## src/rtl/ls_pkg.sv

```systemverilog
// Shared definitions for the load/store unit: access-size codes, FSM
// state encoding and small helpers for decoding the funct3 field.
package ls_pkg;

  // funct3 codes (loads use all five, stores use LS_B/LS_H/LS_W)
  localparam logic [2:0] LS_B  = 3'b000;
  localparam logic [2:0] LS_H  = 3'b001;
  localparam logic [2:0] LS_W  = 3'b010;
  localparam logic [2:0] LS_BU = 3'b100;
  localparam logic [2:0] LS_HU = 3'b101;

  // op = {is_store, funct3}
  localparam int OP_ST_BIT = 3;

  // mem_len encoding is bytes-1
  localparam logic [1:0] LEN_B = 2'd0;
  localparam logic [1:0] LEN_H = 2'd1;
  localparam logic [1:0] LEN_W = 2'd3;

  typedef enum logic [2:0] {
    ST_IDLE  = 3'd0,
    ST_REQ   = 3'd1,
    ST_WAIT  = 3'd2,
    ST_RESP  = 3'd3,
    ST_DRAIN = 3'd4
  } ls_state_e;

  // Access length for an op; anything not defined for the op kind is a word.
  function automatic logic [1:0] acc_len(input logic is_store, input logic [2:0] f3);
    logic [1:0] len;
    len = LEN_W;
    case (f3)
      LS_B:    len = LEN_B;
      LS_H:    len = LEN_H;
      LS_BU:   len = is_store ? LEN_W : LEN_B;
      LS_HU:   len = is_store ? LEN_W : LEN_H;
      default: len = LEN_W;
    endcase
    return len;
  endfunction

  // Zero-extending funct3 matching an access length; used to mask store data.
  function automatic logic [2:0] len_to_zext(input logic [1:0] len);
    logic [2:0] f3;
    case (len)
      LEN_B:   f3 = LS_BU;
      LEN_H:   f3 = LS_HU;
      default: f3 = LS_W;
    endcase
    return f3;
  endfunction

endpackage

```

## src/rtl/ls_unit_extend.sv

```systemverilog
// Combinational sign/zero extension of right-aligned data by funct3.
// Undefined funct3 values pass the data through as a full word.
module ls_unit_extend
  import ls_pkg::*;
#(
  parameter int XLEN = 32
) (
  input  logic [2:0]      funct3,
  input  logic [XLEN-1:0] raw,
  output logic [XLEN-1:0] result
);

  // Select extension based on access size and signedness
  always_comb begin
    result = raw;
    case (funct3)
      LS_B:    result = {{(XLEN-8){raw[7]}}, raw[7:0]};
      LS_H:    result = {{(XLEN-16){raw[15]}}, raw[15:0]};
      LS_BU:   result = {{(XLEN-8){1'b0}}, raw[7:0]};
      LS_HU:   result = {{(XLEN-16){1'b0}}, raw[15:0]};
      default: result = raw;
    endcase
  end

endmodule

```

## src/rtl/ls_unit.sv

```systemverilog
// Load/store execution unit: one op at a time, single-port memory
// request/wait handshake, CDB broadcast for loads, ROB completion for stores.
// Optional build macro MISALIGN_TRAP_EN adds misalignment trapping ports.
//
// state    | meaning
// ---------+----------------------------------------------------------
// ST_IDLE  | ready for a new op from the LS buffer
// ST_REQ   | op latched, waiting for mem_free to issue the strobe
// ST_WAIT  | request issued, waiting for mem_done
// ST_RESP  | one-cycle result: CDB (load), ROB (store) or misalign trap
// ST_DRAIN | flushed load still outstanding; swallow its mem_done
module ls_unit
  import ls_pkg::*;
#(
  parameter int XLEN   = 32,
  parameter int TAG_W  = 4,
  parameter int NAME_W = 5,
  parameter int OP_W   = 4
) (
  input  logic              clk,
  input  logic              rst,
  input  logic              clear,
  input  logic              ls_valid,
  output logic              ls_ready,
  input  logic [XLEN-1:0]   op_a,
  input  logic [XLEN-1:0]   op_b,
  input  logic [XLEN-1:0]   imm,
  input  logic [TAG_W-1:0]  op_tag,
  input  logic [NAME_W-1:0] op_name,
  input  logic [OP_W-1:0]   op_code,
  input  logic              mem_free,
  input  logic              mem_done,
  input  logic [XLEN-1:0]   mem_rdata,
  output logic              mem_en,
  output logic              mem_wr,
  output logic [XLEN-1:0]   mem_addr,
  output logic [1:0]        mem_len,
  output logic [XLEN-1:0]   mem_wdata,
  output logic              cdb_en,
  output logic [XLEN-1:0]   cdb_data,
  output logic [TAG_W-1:0]  cdb_tag,
  output logic [NAME_W-1:0] cdb_name,
  output logic              rob_en,
  output logic [TAG_W-1:0]  rob_tag
`ifdef MISALIGN_TRAP_EN
  ,
  output logic              misalign_en,
  output logic [TAG_W-1:0]  misalign_tag
`endif
);

  ls_state_e         state_q, state_d;
  logic [XLEN-1:0]   addr_q, addr_d;
  logic [XLEN-1:0]   wdata_q, wdata_d;
  logic [XLEN-1:0]   rdata_q, rdata_d;
  logic [TAG_W-1:0]  tag_q, tag_d;
  logic [NAME_W-1:0] name_q, name_d;
  logic [OP_W-1:0]   op_q, op_d;
  logic              kill_q, kill_d;
  logic              mis_q, mis_d;

  logic              accept;
  logic [XLEN-1:0]   addr_sum;
  logic [1:0]        in_len;
  logic              in_misaligned;
  logic              is_store_q;
  logic [1:0]        len_q;
  logic [XLEN-1:0]   load_ext;
  logic [XLEN-1:0]   store_masked;
  logic              resp_ok;

  assign accept     = ls_valid && ls_ready;
  assign addr_sum   = op_a + imm;
  assign in_len     = acc_len(op_code[OP_ST_BIT], op_code[2:0]);
  assign is_store_q = op_q[OP_ST_BIT];
  assign len_q      = acc_len(is_store_q, op_q[2:0]);

`ifdef MISALIGN_TRAP_EN
  assign in_misaligned = ((in_len == LEN_H) && addr_sum[0]) ||
                         ((in_len == LEN_W) && (addr_sum[1:0] != 2'b00));
`else
  assign in_misaligned = 1'b0;
`endif

  ls_unit_extend #(.XLEN(XLEN)) u_load_ext (
    .funct3 (op_q[2:0]),
    .raw    (rdata_q),
    .result (load_ext)
  );

  // Store data masking reuses the extender with the zero-extending variant.
  ls_unit_extend #(.XLEN(XLEN)) u_store_mask (
    .funct3 (len_to_zext(len_q)),
    .raw    (wdata_q),
    .result (store_masked)
  );

  // Register the FSM state and the latched op
  always_ff @(posedge clk or posedge rst) begin
    if (rst) begin
      state_q <= ST_IDLE;
      addr_q  <= '0;
      wdata_q <= '0;
      rdata_q <= '0;
      tag_q   <= '0;
      name_q  <= '0;
      op_q    <= '0;
      kill_q  <= 1'b0;
      mis_q   <= 1'b0;
    end else begin
      state_q <= state_d;
      addr_q  <= addr_d;
      wdata_q <= wdata_d;
      rdata_q <= rdata_d;
      tag_q   <= tag_d;
      name_q  <= name_d;
      op_q    <= op_d;
      kill_q  <= kill_d;
      mis_q   <= mis_d;
    end
  end

  // Next-state logic, op latching and flush handling
  always_comb begin
    state_d = state_q;
    addr_d  = addr_q;
    wdata_d = wdata_q;
    rdata_d = rdata_q;
    tag_d   = tag_q;
    name_d  = name_q;
    op_d    = op_q;
    kill_d  = kill_q;
    mis_d   = mis_q;
    case (state_q)
      ST_IDLE: begin
        if (accept) begin
          addr_d  = addr_sum;
          wdata_d = op_b;
          tag_d   = op_tag;
          name_d  = op_name;
          op_d    = op_code;
          kill_d  = 1'b0;
          mis_d   = in_misaligned;
          state_d = in_misaligned ? ST_RESP : ST_REQ;
        end
      end
      ST_REQ: begin
        if (clear)         state_d = ST_IDLE;
        else if (mem_free) state_d = ST_WAIT;
      end
      ST_WAIT: begin
        // A flushed store still finishes on the bus but never reports;
        // a flushed load is handed to DRAIN unless it completes right now.
        if (clear && is_store_q) kill_d = 1'b1;
        if (mem_done) begin
          rdata_d = mem_rdata;
          state_d = (clear && !is_store_q) ? ST_IDLE : ST_RESP;
        end else if (clear && !is_store_q) begin
          state_d = ST_DRAIN;
        end
      end
      ST_RESP: begin
        state_d = ST_IDLE;
      end
      ST_DRAIN: begin
        if (mem_done) state_d = ST_IDLE;
      end
      default: begin
        state_d = ST_IDLE;
      end
    endcase
  end

  // Output strobes; data buses are zero whenever their strobe is low
  always_comb begin
    ls_ready  = (state_q == ST_IDLE) && !clear;
    mem_en    = (state_q == ST_REQ) && mem_free && !clear;
    mem_wr    = mem_en && is_store_q;
    mem_addr  = mem_en ? addr_q : '0;
    mem_len   = mem_en ? len_q : 2'd0;
    mem_wdata = (mem_en && is_store_q) ? store_masked : '0;
    resp_ok   = (state_q == ST_RESP) && !clear && !kill_q && !mis_q;
    cdb_en    = resp_ok && !is_store_q;
    cdb_data  = cdb_en ? load_ext : '0;
    cdb_tag   = cdb_en ? tag_q : '0;
    cdb_name  = cdb_en ? name_q : '0;
    rob_en    = resp_ok && is_store_q;
    rob_tag   = rob_en ? tag_q : '0;
  end

`ifdef MISALIGN_TRAP_EN
  // Misalignment trap pulse replaces the normal result in RESP
  always_comb begin
    misalign_en  = (state_q == ST_RESP) && !clear && mis_q;
    misalign_tag = misalign_en ? tag_q : '0;
  end
`endif

endmodule

```

## config.mk

```make
export PLATFORM = sky130hd
export DESIGN_NAME = ls_unit
export DESIGN_NICKNAME = d
export VERILOG_FILES = /design/src/rtl/ls_pkg.sv /design/src/rtl/ls_unit_extend.sv /design/src/rtl/ls_unit.sv
export SDC_FILE = /design/constraint.sdc
export NUM_CORES = 1
export LEC_CHECK = 0
export BUFFER_PORTS_ARGS = -buffer_cell sky130_fd_sc_hd__buf_2
export CAP_MARGIN = 5
export CORE_ASPECT_RATIO = 0.9
export CORE_MARGIN = 5
export CORE_UTILIZATION = 35
export DETAILED_ROUTE_END_ITERATION = 6
export GPL_ROUTABILITY_DRIVEN = 0
export GPL_TIMING_DRIVEN = 0
export RECOVER_POWER = 100
export SYNTH_ARGS = -nofsm -noshare
export SYNTH_HDL_FRONTEND = slang
export SYNTH_HIERARCHICAL = 1
export SYNTH_SLANG_ARGS = --single-unit
```

## constraint.sdc

```tcl
create_clock -name clk -period 4.65 [get_ports clk]
set_clock_uncertainty 0.05 [all_clocks]
set_input_delay 0.93 -clock clk [delete_from_list [all_inputs] [get_ports clk]]
set_output_delay 0.93 -clock clk [all_outputs]
set_load 0.02 [all_outputs]
```

==> impl_metrics.toml <==
[floorplanning]
row_count = 50
initial_utilization = 0.3572
dieWidth_um = 163.9
dieArea_um2 = 24350
num_io_pins = 263
dieHeight_um = 148.5
coreArea_um2 = 20900

[yosys]
ys_async_sr_fraction = 1.000
netlist.area_leader.share = 0.3789
yosys-top-cells-area = "dfrtp_1, nand2_1, and2_1"
synth_area_per_cell_um2 = 8.166
yosysWarnings = 6
synth_area_leader_cell = "dfrtp_1"
synth.cell_area_um2 = 7463
synthesis.nets = 1093
yosys_most_used_dff = "dfrtp_1"
synth_edf_count = 0
yosysMostFrequentCell = "nand2_1"
netlist_top_cells_count = "nand2_1, dfrtp_1, o21ai_0"
seq_area_frac_synth = 0.3789
ys_seq_elements = 113
syn_inst = 914
ys_types = 60

[route]
drtPass1Iterations = 5
remaining_drc_errors = 0
wl_per_cell_um = 15.50
drtIter0Drc = 377
wl_mm = 23.16
via_count = 7208
ant_nets = 0
vias_per_cell = 4.825

[sta]
period_minus_slack_ns = 4.321
worst_pin_slew_ns = 2.343
rsz0062_at_grt = "no"
fmax_ghz = 0.2314
setup_violations = 0
hold_viol = 0
finalWorstSetupSlack_ns = 0.3289
max_slew_margin = -0.5708
fin_crit_sh = 0.9293
finalMaxSlewViolations = 116
timing.hold.ws_ns = 0.4023

[run_status]
violations = "capacitance limit, slew limit"
outcome = "finished, violations left"

[worst_setup_path]
rrSetupSlack_ns = 1.86
start_kind = "input port"
path_max_fanout = 10
worstSetupPathType = "input port to output pin"
critPathRequiredTime_ns = 3.67
reg2regPathDepth = 7
end_kind = "output pin"
arrival_ns = 3.34
regToRegStartpoint = "state_q[0]"
worstReg2RegEnd = "op_q[1]"

[clock_network]
numCtsBuffers = 17
htreeDepth = 4
clk_latency_ns = 0.40
tritoncts = "done"
clockRootBuffer = "clkbuf_16"
clkSinkCount = 113
post_cts_resized = 0
clockBufferDepth = 2
hold_buffers = 0
postCtsSetupRepairBufs = 0
clk_pin_slew_ns = 0.05

[placed_design]
dpl.hpwl_mm = 18.26
dpl_cell_area_um2 = 9171
placement.io_buffers = 262
pre_cts_slack_ns = 0.4435

[global_routing]
grt_usage = 0.1896
grt_pass1_wl_mm = 36.92
grt_max_degree = 62
grt_pass1_vias = 7138
overflow = 0
antenna_found_initial = 1

[pwr]
p_per_area_nw_per_um2 = 466.5
leakage_nw = 4.841
ir_worst_vdd_uv = 226.6

[min_path]
min_path_cells = 2
hold_start = "addr_q[31]"
hold_end = "addr_q[31]"
hp-class = "flop to flop"

[final_layout]
diodes = 0
drive_gt1_frac = 0.2442
areaGrowthSynthToFinish_pct = 28.38
finish.instance_area_um2 = 9582
num-fill-cells = 2224
nNetsFinal = 1375

[run]
max_cap_violations = 2
## cells by family after synthesis
kind of cell	count (synthesis)	share of synthesized area
adder cells (fa/ha/maj)	32	0.05465
AO/OA/AOI/OAI	189	0.1524
flip-flops	113	0.3789
buffers and inverters	95	0.06203
XOR/XNOR	27	0.03168
multiplexers	35	0.05348
AND/OR/NAND/NOR	423	0.2669
## routing by layer
layer | part of all wire | global-route usage | vias up
met1 | 0.46 | 0.2611 | 3295
met3 | 0.071 | 0.03962 | 28
met4 | 0.021 | 0.05870 | 2
li1 | - | - | 3637
met5 | 0.00078 | 0 | -
met2 | 0.45 | 0.2998 | 246
## stage by stage
| step | TNS (ns) | util | power (W) | std cells |
|---|---|---|---|---|
| 6_report | 0 | 0.4586 | 0.004470 | 1494 |
| 5_1_grt | 0 | 0.4586 | 0.004852 | 1494 |
| 4_1_cts | 0 | 0.4660 | 0.004531 | 1494 |
| 3_5_place_dp | 0 | 0.4389 | 0.003266 | 1463 |
| 3_3_place_gp | -99.53 | 0.4371 | 0.003224 | 1462 |
| 2_1_floorplan | 0 | - | 0.002786 | 914 |
## cell usage in the layout, fill, tap and decap left out, types with 5 or more instances in the layout
| master | synthesis | final |
|---|---|---|
| clkbuf_16 | 0 | 17 |
| and3_1 | 36 | 36 |
| nand2_1 | 250 | 250 |
| inv_1 | 16 | 15 |
| o21ai_0 | 95 | 95 |
| xor2_1 | 16 | 16 |
| and2_1 | 82 | 39 |
| xnor2_1 | 11 | 11 |
| a31oi_1 | 7 | 7 |
| mux2_2 | 33 | 33 |
| buf_4 | 18 | 18 |
| a21o_1 | 5 | 5 |
| ha_1 | 31 | 31 |
| dfrtp_1 | 113 | 113 |
| nor2_1 | 17 | 17 |
| a21oi_1 | 42 | 42 |
| o21a_1 | 8 | 8 |
| nand3_1 | 7 | 7 |
| clkbuf_1 | 47 | 123 |
| nand4_1 | 6 | 6 |
| buf_2 | 5 | 195 |
| and2_0 | 0 | 43 |
| nor3_1 | 9 | 9 |
## worst max path at each step
stage | start | endpoint | slack [ns] | cells past startpoint
after global routing | op_q[3] | mem_wdata[27] | 0.14 | 9
after detailed placement | clear | mem_len[1] | 0.44 | 8
final | clear | mem_addr[30] | 0.33 | 8
after CTS | clear | mem_len[1] | 0.44 | 8
after global placement | rst | wdata_q[3] | -0.89 | 2
after floorplan | rst | addr_q[0] | 0.68 | 1
## flip-flops by register name, indices dropped and copies added (netlist names)
register	flops
addr_q	32
kill_q	1
name_q	5
op_q	4
rdata_q	32
state_q	3
tag_q	4
wdata_q	32
## critical path: stages
cell,delay [ns]
clkbuf_1,0.17
nor3b_1,0.31
and3_1,0.20
clkbuf_1,0.33
clkbuf_1,0.39
clkbuf_1,0.51
and2_1,0.21
clkbuf_1,0.28
## layout make-up
type | instances | area (um^2) | area share
timing repair buffer | 263 | 1227 | 0.1281
inverter | 16 | 61.31 | 0.006399
tap | 286 | 357.8 | 0.03735
sequential | 113 | 2828 | 0.2951
clock buffer | 22 | 484.2 | 0.05054
buffer | 79 | 401.6 | 0.04192
multi-input combinational | 706 | 4139 | 0.4320
clock inverter | 9 | 82.58 | 0.008618
## where the power goes
| group | leakage [nW] | switching, W | internal, W |
|---|---|---|---|
| Clock | 0.278 | 0.000454 | 0.000785 |
| Combinational | 3.16 | 0.000888 | 0.000678 |
| Sequential | 1.40 | 0.000240 | 0.00142 |
No activity file was read; power rests on OpenSTA's default activity.
